### config.mk
export PLATFORM = sky130hd
export DESIGN_NAME = led_chaser_ctrl
export DESIGN_NICKNAME = d
export VERILOG_FILES = /design/src/rtl/led_chaser_ctrl.sv
export SDC_FILE = /design/constraint.sdc
export NUM_CORES = 1
export LEC_CHECK = 0
export ABC_AREA = 1
export BUFFER_PORTS_ARGS = -buffer_cell sky130_fd_sc_hd__buf_2
export CAP_MARGIN = 20
export CORE_MARGIN = 5
export CORE_UTILIZATION = 61
export CTS_CLUSTER_DIAMETER = 80
export DETAILED_ROUTE_END_ITERATION = 6
export PLACE_DENSITY = 0.86
export SYNTH_ARGS = -nofsm -noshare
export SYNTH_HDL_FRONTEND = slang
export SYNTH_SLANG_ARGS = --single-unit
### constraint.sdc
create_clock -name clk -period 3.3 [get_ports clk]
set_input_delay 0.495 -clock clk [delete_from_list [all_inputs] [get_ports clk]]
set_output_delay 0.495 -clock clk [all_outputs]
set_load 0.03 [all_outputs]
### src/rtl/led_chaser_ctrl.sv
// led_chaser_ctrl
//   Running-light sequencer that drives a registered LED decoder. It produces
//   the LED index and the decoder enable code. An enable of 3'd4 lights one
//   LED and 3'd0 blanks all of them.
//   The lit position steps once every TICK_DIV clocks. Two modes exist:
//   wrap (7->0 / 0->7) and bounce (reverse at either end).
//   The sequence has start, pause (HOLD) and stop control.
//
//   Optional build macro: CHASER_BLINK_EN
//     When defined, enable toggles 4/0 every TICK_DIV cycles while in HOLD.
//     It starts at 4 when HOLD is entered.
//
// Parameters
//   TICK_DIV  clock cycles per position step, 1..255
// Ports
//   clk     in   system clock, rising edge
//   rst     in   asynchronous active-low reset
//   start   in   start / resume (level)
//   stop    in   pause / end (level); wins over start
//   dir     in   initial direction, 0 = up, 1 = down (latched on IDLE->RUN)
//   mode    in   0 = wrap, 1 = bounce (latched on IDLE->RUN)
//   switch  out  [2:0] LED index
//   enable  out  [2:0] decoder enable (4 = display, 0 = blank)
//   busy    out  high in RUN and HOLD
//   wrap    out  one-cycle pulse with the position after a wrap/reversal
module led_chaser_ctrl #(
  parameter int unsigned TICK_DIV = 4
) (
  input  logic       clk,
  input  logic       rst,
  input  logic       start,
  input  logic       stop,
  input  logic       dir,
  input  logic       mode,
  output logic [2:0] switch,
  output logic [2:0] enable,
  output logic       busy,
  output logic       wrap
);

  typedef enum logic [1:0] {S_IDLE, S_RUN, S_HOLD} state_t;

  localparam logic [7:0] TC = 8'(TICK_DIV - 1);

  state_t     r_state;
  logic [7:0] r_presc;
  logic       r_dir;
  logic       r_mode;
  logic [2:0] r_switch;
  logic [2:0] r_enable;
  logic       r_busy;
  logic       r_wrap;

  logic       w_at_end;
  logic       w_next_dir;
  logic [2:0] w_next_switch;

  // Next position for one step. In wrap mode, the 3-bit increment and
  // decrement roll over naturally at each end.
  always_comb begin
    w_at_end      = r_dir ? (r_switch == 3'd0) : (r_switch == 3'd7);
    w_next_dir    = r_dir;
    w_next_switch = r_dir ? (r_switch - 3'd1) : (r_switch + 3'd1);
    if (w_at_end && r_mode) begin
      w_next_dir    = ~r_dir;
      w_next_switch = r_dir ? 3'd1 : 3'd6;
    end
  end

  always_ff @(posedge clk or negedge rst) begin
    if (!rst) begin
      r_state  <= S_IDLE;
      r_presc  <= '0;
      r_dir    <= 1'b0;
      r_mode   <= 1'b0;
      r_switch <= '0;
      r_enable <= '0;
      r_busy   <= 1'b0;
      r_wrap   <= 1'b0;
    end else begin
      r_wrap <= 1'b0;
      case (r_state)
        S_IDLE: begin
          if (start && !stop) begin
            r_state  <= S_RUN;
            r_switch <= dir ? 3'd7 : 3'd0;
            r_enable <= 3'd4;
            r_busy   <= 1'b1;
            r_presc  <= '0;
            r_dir    <= dir;
            r_mode   <= mode;
          end
        end
        S_RUN: begin
          if (stop) begin
            // A step that falls due on this edge is dropped.
            r_state <= S_HOLD;
            r_presc <= '0;
          end else if (r_presc == TC) begin
            r_presc  <= '0;
            r_switch <= w_next_switch;
            r_dir    <= w_next_dir;
            r_wrap   <= w_at_end;
          end else begin
            r_presc <= r_presc + 8'd1;
          end
        end
        S_HOLD: begin
          if (stop) begin
            r_state  <= S_IDLE;
            r_switch <= '0;
            r_enable <= '0;
            r_busy   <= 1'b0;
            r_presc  <= '0;
          end else if (start) begin
            r_state  <= S_RUN;
            r_presc  <= '0;
            r_enable <= 3'd4;
          end else begin
`ifdef CHASER_BLINK_EN
            // The prescaler is idle in HOLD, so it paces the blink.
            if (r_presc == TC) begin
              r_presc  <= '0;
              r_enable <= r_enable ^ 3'd4;
            end else begin
              r_presc <= r_presc + 8'd1;
            end
`else
            r_enable <= 3'd4;
`endif
          end
        end
        default: r_state <= S_IDLE;
      endcase
    end
  end

  assign switch = r_switch;
  assign enable = r_enable;
  assign busy   = r_busy;
  assign wrap   = r_wrap;

endmodule

---- Word level (Yosys, flattened, before mapping) ----
Cells that the tools add are included.
storage, ports and cells
  input port bits ......................... 6
  logic and storage cells ................. 73
  memory bits (read-only) ................. 0
  register bits after elaboration ......... 20
  memories kept ........................... 0
  memory bits (writable) .................. 0
  bits in latches ......................... 0
cells by class
  bitwise operators ....................... 1
  shift-type cells ........................ 0
  add/sub/neg operators ................... 3
  multipliers ............................. 0
  order comparisons ....................... 0
  muxes and demuxes ....................... 35
  eq/ne operators ......................... 11
  div/mod/pow operators ................... 0
  reductions and logical operators ........ 15
operators with widths
  kind                 count
  $mux 8               5
  $mux 3               10
  $pmux 8 s3           1
  $ne 2x2->1 const B   6
  $mux 1               10
  $reduce_and 5->1     2
  $pmux 3 s3           1
  $reduce_and 3->1     3
  $add 8x1->8 const B  1
  $eq 8x2->1 const B   1
  $mux 2               4
  $pmux 2 s3           1
  $pmux 3 s2           1
  $pmux 1 s2           2
  $reduce_and 2->1     2
  $reduce_bool 2->1    2
  $add 3x1->3 const B  1
  $eq 3x3->1 const B   1
  $logic_not 3->1      1
  $ne 3x3->1 const B   1
  $reduce_bool 3->1    1
  $sub 3x1->3 const B  1
  $eq 2x1->1 const B   1
  $eq 2x2->1 const B   1
  other kinds (4)      5

---- Depth between registers and ports, before layout ----
Gate-level depths: netlist of the first run.
  word-level depth ........................ 7
  gate-level depth with buffers ........... 11
  mapped depth without buffers ............ 10

---- Worst setup path after synthesis of the first run ----
Ideal clock, no wire load.
  path type ............................... register to register
  start point ............................. register r_switch[0], in the netlist switch[0]
  end point ............................... register r_switch[2], in the netlist switch[2]
  path buffers ............................ 0
  setup slack ............................. 1.802 ns
  period minus slack after synthesis ...... 1.498 ns
  arrival time ............................ 1.382 ns
  cell stages (with the launch flop) ...... 10
  cell sequence ........................... dfrtp_1 > fa_1 > inv_1 > nand3_1 > nand2_1 > nand2_1 > nand2_1 > nand2_1 > nand2_1 > nand2_1
between the ends
  cells in the longest elaborated chain, start to end .. 7
RTL lines
  what                                                                 line  RTL
  from (decl)                                                          49    logic [2:0] r_switch;
  from (signal assigned)                                               86    r_switch <= dir ? 3'd7 : 3'd0;
  from (signal assigned)                                               101   r_switch <= w_next_switch;
  parallel branches: the longest is 3 deep, another holds $add 3x1->3  -
  $mux 3 (*)                                                           64    if (w_at_end && r_mode) begin
  $mux 3 (*)                                                           99    end else if (r_presc == TC) begin
  $mux 3 (*)                                                           95    if (stop) begin
  $pmux 3 s3 (*)                                                       82    case (r_state)
Mark *: on every way between the ends. The select of a mux whose other input is x is not followed.
A chain may end at the register's enable or synchronous reset.

---- Worst setup path in the final report of the first run ----
  start point ............................. register r_state[1]
  end point ............................... register r_presc[5]
between the ends
  cells in the longest elaborated chain, start to end .. 3
RTL lines
  what                                                 line  RTL
  from (decl)                                          45    state_t r_state;
  from (signal assigned)                               72    r_state <= S_IDLE;
  from (signal assigned)                               85    r_state <= S_RUN;
  from (signal assigned)                               97    r_state <= S_HOLD;
  $eq 2x2->1 (tied with other cells)                   82
  $ne 3x3->1 (no source line) (tied with other cells)  -
  $reduce_and 3->1 (no source line)                    -
  to (signal assigned)                                 105   r_presc <= r_presc + 8'd1;
  to (decl)                                            46    logic [7:0] r_presc;
Parallel ways exist; a longest one is shown, timed or not.

==> impl_metrics.toml, run 1 <==
[drt]
postRouteAntennaNets = 0
num_vias = 1051
violation_count_after_the_first_detailed_routing_iteration = 15
drt_pass1_iterations = 4
viasPerCell = 5.08
post-route-drc-count = 0
wl_per_cell_um = 10.8
postRouteWirelength_mm = 2.24

[critical_path]
r2r.worst_path.cells = 8
critical_path_arrival_ps = 1720
worstPathMaxFanout = 9
worst-endpoint-required_ps = 3520
critical_path.n_buffers_inverters = 2
worst_setup_path_start_kind = "register"
cp_common_cell = "nand2_1"
worst_path_max_delay_cell = "dfrtp_1"
timing.critical_path.to_type = "register"
setup.reg_to_reg.worst_slack_ps = 1800
crit_cells = 8
ordered_list_of_cells_on_the_worst_path = "inv_1 > ha_1 > nand2_1 > inv_1 > nand2_1 > nand2_4 > nand2_1 > nor2_1"
critical_path.max_stage_delay_ps = 420
timing.rr.end = "r_presc[5]$_DFFE_PN0P_"
worstSetupPathType = "reg2reg"
crit-reg2reg-launch = "r_state[1]$_DFFE_PN0P_"
crit_family = "simple AND/OR/NAND/NOR gates"

[power]
power.share.clock = 0.120
seq_power_share = 0.312
sw_frac_of_total = 0.493
vdd.ir_drop.worst_mv = 0.472
net-switching-power_mw = 0.544
power_frac_comb = 0.567
p_int_mw = 0.559
power_per_cell_area_nw_per_um2 = 854
cellLeakagePower_nw = 0.710

[clocking]
clk-insertion-delay-late_ps = 290
cts-resized-gates = 0
cts-htree-levels = 1
cts.reportedPaths.clkPinSlew_ps = 110
cts_root_buf = "clkbuf_4"
holdBufCountCts = 0
cts.path.max_buffers = 2
cts_sinks = 18
number_of_buffers_inserted_during_clock_tree_synthesis = 3
cts_setup_buffers = 0
cts_tree = "done"

[timing]
number_of_endpoints_with_negative_hold_slack_in_the_final_report = 0
final.hold.worst_slack_ps = 118
grt_setup_unrepaired = "false"
fmax_mhz = 668
timing.final.crit_share = 0.454
setup_tns_ps = 0
timing.final.max_slew_violations = 0
timing.final.crit_period_ps = 1500
worst_clock_skew_ps = 11.1
timing.final.setup_violations = 0

[global_routing]
globalRouteTotalUtil = 0.176
via_count_of_the_first_global_routing_pass = 926
grt-ovfl-total = 0
grt_start_max_net_pins = 19
wire_length_of_the_first_global_routing_pass_mm = 3.73
antenna_found_initial = 0

[floorplan]
floorplan.io_pins = 14
die_area_um2 = 2920
placeableCoreArea_um2 = 1900
fp.dieW_um = 54.1
start_util = 0.622
std_cell_rows = 16
fp.dieH_um = 54.1

[finish]
multi_input_combinational_cell_area_um2 = 627
seqCellArea_um2 = 450
layout-area-overhead-vs-synth_pct = 9.20
layout_commonest_cell = "nand2_1"
antenna-diode-count = 0
final-instance-count-excl-fill = 207
num-fill-cells = 171
most-common-layout-cells = "nand2_1 (54), inv_1 (21), nor2_1 (19)"
drive_above_1_share = 0.167
nNetsFinal = 193

[synth]
async_reset_ff_frac = 1.00
ys_seq_elements = 18
synth-edff-count = 0
synthCells = 167
synth_area_per_cell_um2 = 7.09
number_of_warnings_issued_by_yosys = 0
synth_top_flop_cell = "dfrtp_1"
synth.yosys.seq_area_share = 0.381
synth_cell_type_count = 24
mappedNetlistArea_um2 = 1180

[run]
max-cap-violations = 0

[hold_path]
worst_hold_path_type = "in2async"

[placement]
port_buffers = 11
placed_cells = 203
detailedPlacementHpwl_mm = 1.80
finalWeightedCongestion = 0.841

[outcome]
run_status = "finished, final reports clean"
## power groups by stage
stage          Clock, mW  Combinational [mW]  Sequential (mW)
2_1_floorplan          0               0.441            0.388
3_3_place_gp           0               0.601            0.341
3_5_place_dp           0               0.624            0.348
4_1_cts            0.138               0.626            0.343
5_1_grt            0.147               0.711            0.350
6_report           0.133               0.626            0.344
## cells by family (layout without fill, tap and decap cells)
group,Yosys count,after routing,share of synthesized area
XOR/XNOR,1,1,0.00740
other,1,2,0.00317
flip-flops,18,18,0.381
AND/OR/NAND/NOR,98,98,0.369
buffers and inverters,27,39,0.0930
multiplexers,1,1,0.00951
adder cells (fa/ha/maj),6,6,0.0698
AO/OA/AOI/OAI,15,15,0.0676
## registers in the layout, summed over array words and instances, names as in the netlist
register  cells
r_presc       8
r_dir         1
r_mode        1
r_state       2
busy          1
enable        1
switch        3
wrap          1
## Yosys cell counts (2+ instances only)
master / count / area [um^2]
nand4_1: 2 / 12.5
nand2_4: 2 / 22.5
dfrtp_1: 18 / 450
o21ai_0: 9 / 45.0
ha_1: 5 / 62.6
inv_2: 3 / 11.3
a21oi_1: 4 / 20.0
nor3_1: 2 / 10.0
inv_1: 21 / 78.8
nand2_2: 5 / 31.3
nand3_1: 10 / 50.1
nand2_1: 54 / 203
nor2_2: 2 / 12.5
buf_4: 2 / 15.0
nor2_1: 19 / 71.3
## worst max-delay path by stage
stage                      startpoint                     end  slack [ps]
2_1_floorplan   switch[0]$_DFFE_PN0P_   switch[2]$_DFFE_PN0P_        1800
3_3_place_gp                     stop  r_presc[5]$_DFFE_PN0P_        1870
3_5_place_dp   r_state[1]$_DFFE_PN0P_  r_presc[5]$_DFFE_PN0P_        1830
4_1_cts         switch[0]$_DFFE_PN0P_               switch[0]        1790
5_1_grt        r_state[1]$_DFFE_PN0P_  r_presc[3]$_DFFE_PN0P_        1590
6_report       r_state[1]$_DFFE_PN0P_  r_presc[5]$_DFFE_PN0P_        1800
## metal layers
metal | vias to the layer above | GRT usage | wire (um)
met5 | - | 0 | 0
met4 | 0 | 0.0996 | 36
met3 | 9 | 0.0249 | 121
met2 | 38 | 0.296 | 1100
met1 | 462 | 0.213 | 982
li1 | 542 | - | -
## layout make-up
type / count / share of cell area
Multi-Input combinational cell: 123 / 0.485
Sequential cell: 18 / 0.348
Clock buffer: 4 / 0.0281
Tap cell: 27 / 0.0261
Timing Repair Buffer: 11 / 0.0426
Inverter: 24 / 0.0697
## metrics by stage
| stage | utilization | instance area (um^2) | worst slack (ps) | power [mW] |
|---|---|---|---|---|
| 6_report | 0.680 | 1290 | 1800 | 1.10 |
| 5_1_grt | 0.680 | 1290 | 1590 | 1.21 |
| 4_1_cts | 0.680 | 1290 | 1790 | 1.11 |
| 3_5_place_dp | 0.661 | 1260 | 1830 | 0.971 |
| 3_3_place_gp | 0.661 | 1260 | 1870 | 0.942 |
| 2_1_floorplan | - | 1190 | 1800 | 0.829 |
(Power assumes the default switching activity.)
==> run 2: changes to the inputs <==
- CORE_UTILIZATION: 61 -> 51
- PLACE_DENSITY: 0.86 -> 0.77
- clock period: 3.3 -> 1.3 ns (I/O delays scaled with it)
==> run 2 against run 1 <==
The run now ends with setup timing left. Via count is 17% higher. Clock power grew 110%. Cell area is 29% higher. Power rose to 3.5 times the previous value. Die area is 16% higher. Global-route usage increased by 1.7 points. Count of clock-buffer cells in the layout is 1 lower. Setup slack worse by 2000 ps. Cell count rose by 11%. Sequential power grew to 2.5 times the previous value. Critical path depth shrank 1. Routed wire length increased by 55%. Critical endpoint is now r_presc[4]$_DFFE_PN0P_.
==> impl_metrics.toml, run 2 (synthesized netlist as in run 1, its figures left out) <==
[power]
sw_frac_of_total = 0.490
design_power_total_mw = 3.83
cellLeakagePower_nw = 0.853
seq_power_share = 0.228
power_per_cell_area_nw_per_um2 = 2300
power_frac_comb = 0.698
net-switching-power_mw = 1.88
power.share.clock = 0.074
p_int_mw = 1.95
vdd.ir_drop.worst_mv = 1.84

[clocking]
cts.path.max_buffers = 2
cts_tree = "done"
number_of_buffers_inserted_during_clock_tree_synthesis = 3
cts.reportedPaths.clkPinSlew_ps = 110
cts-htree-levels = 1
cts_sinks = 18
clk-insertion-delay-late_ps = 300
cts_root_buf = "clkbuf_4"

[drt]
drt_pass1_iterations = 4
post-route-drc-count = 0
wl_per_cell_um = 15.1
viasPerCell = 5.35
postRouteWirelength_mm = 3.48
num_vias = 1230
postRouteAntennaNets = 0
violation_count_after_the_first_detailed_routing_iteration = 95

[run]
max-cap-violations = 0

[timing]
timing.final.crit_share = 1.13
number_of_endpoints_with_negative_hold_slack_in_the_final_report = 0
timing.final.crit_period_ps = 1480
fmax_mhz = 678
timing.final.setup_violations = 16
timing.final.max_slew_violations = 0
grt_setup_unrepaired = "true"
timing.final.ws_setup_ps = -175
setup_tns_ps = -1470
worst_clock_skew_ps = 15.7

[global_routing]
via_count_of_the_first_global_routing_pass = 1115
wire_length_of_the_first_global_routing_pass_mm = 4.91
grt-ovfl-total = 0
globalRouteTotalUtil = 0.193
grt_start_max_net_pins = 19
antenna_found_initial = 0

[finish]
max_ffs_per_register = 8
most-common-layout-cells = "nand2_1 (41), buf_4 (18), dfrtp_1 (15)"
antenna-diode-count = 0
drive_above_1_share = 0.455
layout_commonest_cell = "nand2_1"
num-fill-cells = 149
layout-area-overhead-vs-synth_pct = 40.7
nNetsFinal = 216
final-instance-count-excl-fill = 230
largest-register = "r_presc"
final_cell_area_um2 = 1670

[floorplan]
start_util = 0.535
std_cell_rows = 17
floorplan.io_pins = 14
die_area_um2 = 3380
fp.dieH_um = 58.2
fp.dieW_um = 58.2
placeableCoreArea_um2 = 2210

[placement]
port_buffers = 11
detailedPlacementHpwl_mm = 2.01
placedInstanceArea_um2 = 1360
finalWeightedCongestion = 0.891
placed_cells = 217

[outcome]
failing_checks = "setup timing"
run_status = "finished with violations"

[critical_path]
timing.critical_path.to_type = "register"
critical_path_arrival_ps = 1720
worstSetupPathType = "reg2reg"
worst-endpoint-required_ps = 1550
setup.reg_to_reg.worst_slack_ps = -180
worstPathMaxFanout = 7
worst_setup_path_start_kind = "register"

[hold_path]
worst_hold_path_type = "in2reg"
run 2: cell types whose count changed in the layout (fill, tap and decap cells not counted), moves of 5 or more:
cell and change:
buf_4 +18, o21ai_0 -5, nor2_1 -6, nand2_2 +9
inv_1 -7, nand2_1 -13
run 2: path summary, 6_finish.rpt:
| path | cells after the start | end | startpoint |
|---|---|---|---|
| setup reg to reg | 7 | r_presc[4]$_DFFE_PN0P_ | r_state[0]$_DFFE_PN0P_ |
| hold / removal | 2 | r_mode$_DFFE_PN0P_ | mode |
| max in group asynchronous | 2 | switch[0]$_DFFE_PN0P_ | rst |
| min in group asynchronous | 2 | r_state[1]$_DFFE_PN0P_ | rst |
| setup / recovery | 7 | r_presc[4]$_DFFE_PN0P_ | r_state[0]$_DFFE_PN0P_ |
| hold reg to reg | 2 | busy$_DFFE_PN0P_ | busy$_DFFE_PN0P_ |
run 2: timing repair:
| item | 4_1_cts | 5_1_grt |
|---|---|---|
| gates resized for setup | 33 | 31 |
| setup buffers | 1 | 9 |
| cloned | 0 | 0 |
| setup endpoints to repair | 17 | 18 |
| endpoints found under the hold margin | 18 | 0 |
| pin swaps | 11 | 11 |
| hold buffers | 1 | 0 |
run 2: cell type report:
type / instances / area, um^2 / area share
multi-input cells: 123 / 811 / 0.487
flip-flops and latches: 18 / 454 / 0.273
repair buffers: 34 / 245 / 0.147
inverters: 24 / 97.6 / 0.0586
well taps: 28 / 35.0 / 0.0210
clock buffers: 3 / 22.5 / 0.0135
run 2: critical path: stages (launching register included):
cell	delay, ps
dfrtp_2	470
ha_1	250
inv_2	110
nand3_4	170
inv_4	130
buf_4	120
nand3_1	80
nand2_1	80
run 2: power groups by stage:
| stage | Combinational [mW] | Clock (mW) | Sequential [mW] |
|---|---|---|---|
| floorplan | 1.12 | 0 | 0.994 |
| global placement | 1.79 | 0 | 0.828 |
| detailed placement | 1.86 | 0 | 0.840 |
| CTS | 2.15 | 0.280 | 0.851 |
| global route | 2.90 | 0.306 | 0.886 |
| finish | 2.67 | 0.284 | 0.874 |
run 2: metrics by stage:
step           hold slack [ps]   util  setup slack (ps)
2_1_floorplan             -101      -             -54.7
3_3_place_gp               143  0.615              -103
3_5_place_dp               148  0.615              -144
4_1_cts                    134  0.680             -62.6
5_1_grt                    121  0.753              -225
6_report                   127  0.753              -175
run 2: routing by layer:
layer  part of all wire  wire length (um)  vias up  track usage
li1                   -                 -      586            -
met1               0.40              1400      579        0.220
met2               0.51              1780       51        0.334
met3              0.049               169       14       0.0312
met4              0.037               129        0        0.119
met5                  0                 0        -            0
